## src/rtl/imem_loader_if.sv

```systemverilog
// Host/loader bundle for the instruction-memory loader: byte stream in, IM write port and
// CPU hold/status out. The loader uses the slave modport, the host the master modport.
interface imem_loader_if #(
   parameter int ADDR_W = 8
);
   logic              Start;
   logic [7:0]        RX_Data;
   logic              RX_Valid;
   logic              RX_Ready;
   logic [ADDR_W-1:0] IM_ADDR;
   logic [15:0]       IM_DATA;
   logic              IM_WR;
   logic              CPU_Hold;
   logic              Busy;
   logic              Done;
   logic              Error;
   logic [ADDR_W:0]   Words_Written;

   modport master (
      output Start, RX_Data, RX_Valid,
      input  RX_Ready, IM_ADDR, IM_DATA, IM_WR, CPU_Hold, Busy, Done, Error, Words_Written
   );

   modport slave (
      input  Start, RX_Data, RX_Valid,
      output RX_Ready, IM_ADDR, IM_DATA, IM_WR, CPU_Hold, Busy, Done, Error, Words_Written
   );
endinterface

```

## src/rtl/imem_loader.sv

```systemverilog
// Instruction memory loader: parses {count, words, xor checksum} from a byte stream, writes
// words to IM and keeps the CPU held in reset unless the whole load verified.
module imem_loader #(
   parameter int ADDR_W = 8
) (
   input  logic         Clock,
   input  logic         Reset,
   imem_loader_if.slave bus
);
   localparam int          NW    = ADDR_W + 1;
   localparam logic [32:0] MAX_N = 33'(1) << ADDR_W;

   typedef enum logic [3:0] {
      S_IDLE, S_CNT_HI, S_CNT_LO, S_W_HI, S_W_LO, S_WRITE, S_CSUM, S_DONE, S_ERR
   } state_t;

   state_t            state_q;
   logic [7:0]        cnt_hi_q;
   logic [NW-1:0]     n_q;
   logic [7:0]        hi_q;
   logic [7:0]        csum_q;
   logic [NW-1:0]     ww_q;
   logic [ADDR_W-1:0] im_addr_q;
   logic [15:0]       im_data_q;
   logic              im_wr_q;
   logic              hold_q;
   logic              busy_q;
   logic              done_q;
   logic              err_q;

   logic              rx_ready;
   logic              accept;
   logic [15:0]       count_d;
   logic              count_bad;
   logic [7:0]        csum_d;
   logic [NW-1:0]     ww_d;
   logic              last_word;

   always_comb begin
      rx_ready = 1'b0;
      case (state_q)
         S_CNT_HI, S_CNT_LO, S_W_HI, S_W_LO, S_CSUM: rx_ready = 1'b1;
         default:                                    rx_ready = 1'b0;
      endcase
   end

   assign accept    = rx_ready & bus.RX_Valid;
   assign count_d   = {cnt_hi_q, bus.RX_Data};
   // Zero-length programs are rejected too: a CPU released onto empty memory is never useful.
   assign count_bad = (count_d == 16'd0) || ({17'd0, count_d} > MAX_N);
   assign csum_d    = csum_q ^ bus.RX_Data;
   assign ww_d      = ww_q + NW'(1);
   assign last_word = (ww_d == n_q);

   always_ff @(posedge Clock or negedge Reset) begin
      if (!Reset) begin
         state_q   <= S_IDLE;
         cnt_hi_q  <= '0;
         n_q       <= '0;
         hi_q      <= '0;
         csum_q    <= '0;
         ww_q      <= '0;
         im_addr_q <= '0;
         im_data_q <= '0;
         im_wr_q   <= 1'b0;
         hold_q    <= 1'b0;
         busy_q    <= 1'b0;
         done_q    <= 1'b0;
         err_q     <= 1'b0;
      end else begin
         case (state_q)
            S_IDLE, S_DONE, S_ERR: begin
               if (bus.Start) begin
                  state_q <= S_CNT_HI;
                  done_q  <= 1'b0;
                  err_q   <= 1'b0;
                  ww_q    <= '0;
                  csum_q  <= '0;
                  hold_q  <= 1'b1;
                  busy_q  <= 1'b1;
               end
            end
            S_CNT_HI: begin
               if (accept) begin
                  cnt_hi_q <= bus.RX_Data;
                  csum_q   <= csum_d;
                  state_q  <= S_CNT_LO;
               end
            end
            S_CNT_LO: begin
               if (accept) begin
                  csum_q <= csum_d;
                  if (count_bad) begin
                     state_q <= S_ERR;
                     err_q   <= 1'b1;
                     busy_q  <= 1'b0;
                  end else begin
                     n_q     <= NW'(count_d);
                     state_q <= S_W_HI;
                  end
               end
            end
            S_W_HI: begin
               if (accept) begin
                  hi_q    <= bus.RX_Data;
                  csum_q  <= csum_d;
                  state_q <= S_W_LO;
               end
            end
            S_W_LO: begin
               // Write-port registers are loaded here so they are valid exactly during WRITE.
               if (accept) begin
                  csum_q    <= csum_d;
                  im_wr_q   <= 1'b1;
                  im_addr_q <= ww_q[ADDR_W-1:0];
                  im_data_q <= {hi_q, bus.RX_Data};
                  state_q   <= S_WRITE;
               end
            end
            S_WRITE: begin
               im_wr_q <= 1'b0;
               ww_q    <= ww_d;
               state_q <= last_word ? S_CSUM : S_W_HI;
            end
            S_CSUM: begin
               if (accept) begin
                  busy_q <= 1'b0;
                  if (bus.RX_Data == csum_q) begin
                     done_q  <= 1'b1;
                     hold_q  <= 1'b0;
                     state_q <= S_DONE;
                  end else begin
                     err_q   <= 1'b1;
                     state_q <= S_ERR;
                  end
               end
            end
            default: state_q <= S_IDLE;
         endcase
      end
   end

   assign bus.RX_Ready      = rx_ready;
   assign bus.IM_ADDR       = im_addr_q;
   assign bus.IM_DATA       = im_data_q;
   assign bus.IM_WR         = im_wr_q;
   assign bus.CPU_Hold      = hold_q;
   assign bus.Busy          = busy_q;
   assign bus.Done          = done_q;
   assign bus.Error         = err_q;
   assign bus.Words_Written = ww_q;

   a_done_err_excl: assert property (@(posedge Clock) disable iff (!Reset) !(done_q && err_q));
   a_wr_only_in_write: assert property (@(posedge Clock) disable iff (!Reset)
                                        im_wr_q |-> (state_q == S_WRITE));
   a_done_releases: assert property (@(posedge Clock) disable iff (!Reset) done_q |-> !hold_q);

endmodule
```

## src/flat_wrapper.sv

```systemverilog
// flat-port wrapper written by rule: the top's interface ports become plain ports
module imem_loader_flat 
#(
   parameter int ADDR_W = 8
)
  (Clock, Reset, bus_Start, bus_RX_Data, bus_RX_Valid, bus_RX_Ready, bus_IM_ADDR, bus_IM_DATA, bus_IM_WR, bus_CPU_Hold, bus_Busy, bus_Done, bus_Error, bus_Words_Written);
  imem_loader_if #(.ADDR_W(ADDR_W)) bus_i ();
  input  logic Clock;
  input  logic Reset;
  input wire logic [$bits(bus_i.Start)-1:0] bus_Start;
  input wire logic [$bits(bus_i.RX_Data)-1:0] bus_RX_Data;
  input wire logic [$bits(bus_i.RX_Valid)-1:0] bus_RX_Valid;
  output wire logic [$bits(bus_i.RX_Ready)-1:0] bus_RX_Ready;
  output wire logic [$bits(bus_i.IM_ADDR)-1:0] bus_IM_ADDR;
  output wire logic [$bits(bus_i.IM_DATA)-1:0] bus_IM_DATA;
  output wire logic [$bits(bus_i.IM_WR)-1:0] bus_IM_WR;
  output wire logic [$bits(bus_i.CPU_Hold)-1:0] bus_CPU_Hold;
  output wire logic [$bits(bus_i.Busy)-1:0] bus_Busy;
  output wire logic [$bits(bus_i.Done)-1:0] bus_Done;
  output wire logic [$bits(bus_i.Error)-1:0] bus_Error;
  output wire logic [$bits(bus_i.Words_Written)-1:0] bus_Words_Written;
  assign bus_i.Start = bus_Start;
  assign bus_i.RX_Data = bus_RX_Data;
  assign bus_i.RX_Valid = bus_RX_Valid;
  assign bus_RX_Ready = bus_i.RX_Ready;
  assign bus_IM_ADDR = bus_i.IM_ADDR;
  assign bus_IM_DATA = bus_i.IM_DATA;
  assign bus_IM_WR = bus_i.IM_WR;
  assign bus_CPU_Hold = bus_i.CPU_Hold;
  assign bus_Busy = bus_i.Busy;
  assign bus_Done = bus_i.Done;
  assign bus_Error = bus_i.Error;
  assign bus_Words_Written = bus_i.Words_Written;
  imem_loader #(.ADDR_W(ADDR_W)) u_core (.Clock(Clock), .Reset(Reset), .bus(bus_i));
endmodule
```

## config.mk

```make
export PLATFORM = sky130hd
export DESIGN_NAME = imem_loader_flat
export DESIGN_NICKNAME = d
export VERILOG_FILES = /design/src/rtl/imem_loader_if.sv /design/src/rtl/imem_loader.sv /design/src/flat_wrapper.sv
export SDC_FILE = /design/constraint.sdc
export NUM_CORES = 1
export LEC_CHECK = 0
export CORE_UTILIZATION = 45
export DETAILED_ROUTE_END_ITERATION = 12
export PLACE_DENSITY = 0.68
export SLEW_MARGIN = 15
export SYNTH_ARGS = -nofsm -noshare
export SYNTH_HDL_FRONTEND = slang
export SYNTH_SLANG_ARGS = --single-unit
```

## constraint.sdc

```tcl
create_clock -name Clock -period 2.6 [get_ports Clock]
set_clock_uncertainty 0.1 [all_clocks]
set_input_delay 0.26 -clock Clock [delete_from_list [all_inputs] [get_ports Clock]]
set_output_delay 0.26 -clock Clock [all_outputs]
set_load 0.03 [all_outputs]
```

# Word-level counts from Yosys, hierarchy flattened
# Cells that the tools add are included.
[totals] regBits=75 inputBits=12 out_inout_bits=39
[op_classes] addsub=1 order_cmp=1 eq_ne=20 muxes=35 n_bitwise=3 reduce_logical=22
[ops] operator="$mux W4" n=8
[ops] operator="$pmux W4 S7" n=1
[ops] operator="$pmux W9 S2" n=1
[ops] operator="$eq A4 B3 Y1 const B" n=4
[ops] operator="$gt A16 B9 Y1 const B" n=1
[ops] operator="$logic_not A16 Y1" n=1
[ops] operator="$mux W8" n=2
[ops] operator="$ne A2 B1 Y1 const B" n=8
[ops] operator="$pmux W8 S2" n=1
[ops] operator="$mux W1" n=15
[ops] operator="$reduce_and A6 Y1" n=2
[ops] operator="$reduce_and A2 Y1" n=5
[ops] operator="$add A9 B1 Y9 const B" n=1
[ops] operator="$eq A9 B9 Y1" n=1
[ops] operator="$mux W9" n=1
[ops] operator="$eq A4 B2 Y1 const B" n=2
[ops] operator="$eq A8 B8 Y1" n=1
[ops] operator="$reduce_bool A2 Y1" n=4
[ops] operator="$xor A8 B8 Y8" n=1
[ops] operator="$pmux W1 S2" n=3
[ops] operator="$pmux W1 S3" n=2
[ops] operator="$reduce_and A3 Y1" n=2
[ops] operator="$reduce_and A5 Y1" n=1
[ops] operator="$reduce_or A5 Y1" n=1
[ops] operator="other kinds (12)" n=13

# Depth between registers and ports, before layout
[logic_depth] depth_word=6 mapped_depth=8 ltp_nobuf=7

# Least setup slack after synthesis
# Ideal clock, no wire load.
[synth_path] path_type="register to register" from="register u_core.state_q[1]" to="register u_core.n_q[0]" setup_time_ns=0.125 arrival_ns=2.222 slack_ns=0.153 stages_incl_launch_ff=7 synth_period_minus_slack_ns=2.447 cell_sequence="dfrtp_1 > clkbuf_1 > nor3_1 > nor3b_1 > and3_1 > buf_6 > mux2_2"
[synth_via] elab_chain_len=5 elab_cells_between_ends=9 cone_classes="eq/ne: 5; mux: 1; bitwise: 1; reduce/logical: 2"
[synth_rtl] element="start, declared" line_no="imem_loader.sv:17" text="state_t state_q;"
[synth_rtl] element="start signal, assigned" line_no="imem_loader.sv:123" text="state_q <= last_word ? S_CSUM : S_W_HI;"
[synth_rtl] element="$eq A4 B1 Y1 (tied with other cells)" line_no="imem_loader.sv:41" text="case (state_q)"
[synth_rtl] element="$reduce_or A5 Y1 *" line_no="imem_loader.sv:41"
[synth_rtl] element="$mux W1 *" line_no="imem_loader.sv:41"
[synth_rtl] element="via bus_RX_Ready" line_no="flat_wrapper.sv:13" text="output wire logic [$bits(bus_i.RX_Ready)-1:0] bus_RX_Ready;"
[synth_rtl] element="$and A1 B1 Y1 *" line_no="imem_loader.sv:47" text="assign accept = rx_ready & bus.RX_Valid;"
[synth_rtl] element="$reduce_and A3 Y1 (no line) *"
[synth_rtl] element="end signal, assigned" line_no="imem_loader.sv:98" text="n_q <= NW'(count_d);"
[synth_rtl] element="end, declared" line_no="imem_loader.sv:19" text="logic [NW-1:0] n_q;"
# Mark *: on every way through the listed nets, which the timed path passes. The rest lies on a longest branch.
# A chain may end at the register's enable or synchronous reset.

# Final worst setup path
[layout_path] from="register u_core.ww_q[0] (netlist: u_core.bus.Words_Written[0])" to="register u_core.state_q[2]"
[layout_via] elab_chain_len=4
[layout_rtl] element="start, declared" line_no="imem_loader.sv:22" text="logic [NW-1:0] ww_q;"
[layout_rtl] element="start signal, assigned" line_no="imem_loader.sv:122" text="ww_q <= ww_d;"
[layout_rtl] element="$add A9 B1 Y9" line_no="imem_loader.sv:52" text="assign ww_d = ww_q + NW'(1);"
[layout_rtl] element="$eq A9 B9 Y1" line_no="imem_loader.sv:53" text="assign last_word = (ww_d == n_q);"
[layout_rtl] element="$mux W3" line_no="imem_loader.sv:123"
[layout_rtl] element="$pmux W4 S7" line_no="imem_loader.sv:71" text="case (state_q)"
# Every way passes these cells.

==> metrics.md <==
| Metric | Value |
|---|---|
| Clock slew seen by the registers of the worst setup and hold paths | 80 ps |
| Site Rows | 32 |
| Part of the power in combinational logic | 40.5% |
| Worst setup EP type | register |
| Worst hold path endpoint | u_core.bus.CPU_Hold |
| Drt first-iter violations | 117 |
| Final Hold Viols | 0 |
| Via density | 5.40 |
| Worst Hold Class | register to register |
| Mapped Nets | 337 |
| Max incr delay on CP | 530 ps |
| Final core occ | 59.6% |
| # port buffers | 50 |
| Reg power frac | 36.7% |
| Buffers & Inverters on Critical Path | 0 |
| Post-synth ARST share | 100% |
| Reg2Reg Depth | 7 |
| Number of synthesized flops with an enable pin | 0 |
| Unrepaired setup endpoints after global routing | no |
| Gpl congestion | 0.799 |
| Die Wd | 91.8 microns |
| Initial Utilization | 46.7% |
| Seq/Total Area, Yosys | 51.8% |
| Final Slew Violations | 0 |
| IO Pins | 51 |
| Pwr dens | 1130 mW/mm^2 |
| Avg Inst Size Synth | 11.2 sq um |
| Residual DRC | 0 |
| Layout cells sized above 1 | 22.3% |
| Synth warn | 0 |
| Max-cap violation count | 0 |
| Cells along the critical path | ha_1 > nand2b_1 > o21ai_0 > a311o_1 > o2111ai_1 > or3_1 > nand3_1 |
| Vias | 2686 |
| H-tree Lvls | 3 |
| Fmax | 0.426 GHz |
| Main area contributors after synthesis | dfrtp_1 52%, mux2_2 15%, o21ai_0 4.4% |
| Internal | 3.36 mW |
| Min Tclk post-route | 2350 ps |
| GRT overflow | 0 |
| # diodes | 0 |
| Full die area | 0.00842 sq mm |
| Sequential cell area | 0.00188 sq mm |
| Psw | 1.87 mW |
| Crit share post-route | 90.3% |
| Setup Fix Bufs, Post-CTS | 0 |
| Area of the multi-input gates | 0.00166 sq mm |
| CTS Buf Count | 9 |
| Filler Cell Count | 680 |
| Clock latency on the worst-skew pair | 350 ps |
| Final ANT Viol Nets | 0 |
| Total GRT Usage | 19.9% |
| Initial antenna violation count | 0 |
| Vias in the first global route | 2572 |
| Clock Path Buffers | 2 |
| Synth Instances | 324 |
| CTS tree | built |
| Relative slew slack | 36.6% |
| R2r setup slk | 250 ps |
| Critical Path Source Type | register |
| Worst path slowest cell | dfrtp_1 |
| WS Path Type | register to register |
| Final Cell Area | 0.00463 sq mm |
| Clk root buf | clkbuf_8 |
| Primary FF master, synth | dfrtp_1 |
| Register bit count reported by yosys | 75 |
| DR WL/cell | 15.7 microns |
| Sink Count | 75 |
| HP Start | u_core.bus.CPU_Hold |
| Yosys top cell area share | 51.8% |
| Cell Area, Placed | 0.00434 sq mm |
| Worst hold path cell count | 2 |
| Post-Route WL | 7800 microns |
| Final setup viols | 0 |
| CP max FO | 9 |
| Overall power | 5.23 mW |
| Die height | 91.8 microns |
| Core area | 0.00777 sq mm |
| Layout Nets | 403 |
| Crit-path leading delay family | simple AND/OR/NAND/NOR gates |
| TritonRoute pass-1 iters | 4 |
| Clock Power Share | 22.9% |
| Crit path arrival time | 2530 ps |
| Reg2reg start | u_core.bus.Words_Written[0] |
| Layout area overhead | 27.6% |
| Mapped Area | 0.00362 sq mm |
| Actual slew at the worst max-slew pin | 951 ps |
| Hpwl dp | 5360 microns |
| Required time worst endpoint | 2780 ps |
| Sum of negative setup slack | 0 ps |
| Yosys top cell by area | dfrtp_1 |
| VDD IR max | 544 uV |
| Reg2reg end | u_core.state_q[2] |
| Largest net degree at the start of global routing | 76 |
| Count of cell types in the netlist | 46 |
| Sw Ratio | 35.8% |
| Status | complete, no violations |
| Lkg Pwr | 2.00 nW |
| First-pass GRT wire length | 12900 microns |
-- worst max-delay path by stage --
| stage | end | startpoint | slack, ps | cells after the start |
|---|---|---|---|---|
| 6_report | u_core.state_q[2] | u_core.bus.Words_Written[0] | 250 | 7 |
| 5_1_grt | u_core.state_q[2] | u_core.bus.Words_Written[0] | 150 | 7 |
| 4_1_cts | bus_RX_Ready | u_core.state_q[1] | 80 | 3 |
| 3_5_place_dp | u_core.n_q[1] | bus_RX_Data[0] | 120 | 8 |
| 3_3_place_gp | u_core.n_q[4] | bus_RX_Data[4] | 180 | 8 |
| 2_1_floorplan | u_core.n_q[0] | u_core.state_q[1] | 150 | 6 |
-- per-layer routing --
| layer | track usage, % | part of all wire [%] | vias to the layer above |
|---|---|---|---|
| met3 | 3.07 | 3.2 | 8 |
| li1 | - | - | 1292 |
| met4 | 7.81 | 1.2 | 0 |
| met1 | 27.5 | 47 | 1342 |
| met2 | 31.7 | 48 | 44 |
| met5 | 0 | 0 | - |
-- power groups by stage --
stage               registers, mW  logic (mW)  clock network (mW)
finish                       1.92        2.12                1.19
global route                 1.98        2.28                1.26
CTS                          1.92        2.14                1.22
detailed placement           1.94        2.12                   0
global placement             1.92        2.08                   0
floorplan                    2.23        1.06                   0
-- layout make-up --
class	instances	share of cell area, %
inverter	3	0.243
sequential	75	40.6
clock buffer	9	2.68
tap	102	2.76
timing repair buffer	72	14.7
multi-input combinational	229	35.9
clock inverter	7	3.16
-- timing repair --
action	in CTS	in global routing
endpoints found under the setup margin	0	1
hold buffers	1	0
endpoints found under the hold margin	51	0
resized for setup	0	1
-- synth_stat cells (2+ instances only) --
cell type,n
or2b_1,2
nor4_1,3
dfrtp_1,75
nand4_1,4
o21ai_0,32
mux2i_1,2
or3_1,2
buf_2,5
nand3_1,9
o22ai_1,4
nor3b_1,3
and3_1,3
clkbuf_1,10
nand2_1,25
xnor2_1,15
nor3_1,7
mux2_2,49
a21boi_0,2
a22o_1,2
a21oi_1,6
o31ai_1,6
nor2_1,14
inv_1,3
nor2b_1,5
and4_1,2
nand2b_1,11
xor2_1,3
and4b_1,2
-- tightest hold or removal path, cell delays in order, from the launching register on --
cell and delay, ps:
dfrtp_1 340, nand2_1 50, nand2_1 50
-- registers in the layout, summed over array words and instances, names as in the netlist, 4 cells and up --
register	cells
u_core.bus.IM_DATA	16
u_core.bus.Words_Written	9
u_core.n_q	9
u_core.bus.IM_ADDR	8
u_core.cnt_hi_q	8
u_core.csum_q	8
u_core.hi_q	8
u_core.state_q	4
-- cell usage in the layout, fill, tap and decap left out, types with 2 or more instances in the layout --
master,instances
and4_1,2
o31ai_1,6
or3_1,2
inv_1,3
o21ai_0,32
mux2_2,49
bufinv_16,4
clkdlybuf4s50_1,48
nor3_1,7
xor2_1,3
inv_6,3
nand3_1,9
a21boi_0,2
a22o_1,2
clkbuf_8,9
o22ai_1,4
nor4_1,3
and4b_1,2
dfrtp_1,75
a21oi_1,6
buf_4,21
nand2_1,25
or2b_1,2
and3_1,3
nand2b_1,11
nor2_1,14
mux2i_1,2
nand4_1,4
xnor2_1,15
nor2b_1,5
nor3b_1,3
-- cells by family after synthesis --
kind of cell,after synthesis,synth area share (%)
buffers and inverters,20,2.45
xor gates and xnor gates,19,4.97
muxes,51,15.8
and+or+nand+nor,98,14.9
DFF,75,51.8
adders and majority gates,1,0.345
AOI/OAI and AO/OA,60,9.80
-- metrics by stage --
step	instances	setup slack (ps)	hold slack, ps
after floorplan	324	153	-136
after global placement	480	178	361
after detailed placement	480	117	362
after CTS	497	76.5	382
after global routing	497	152	420
final	497	252	376
(Power assumes the default switching activity.)
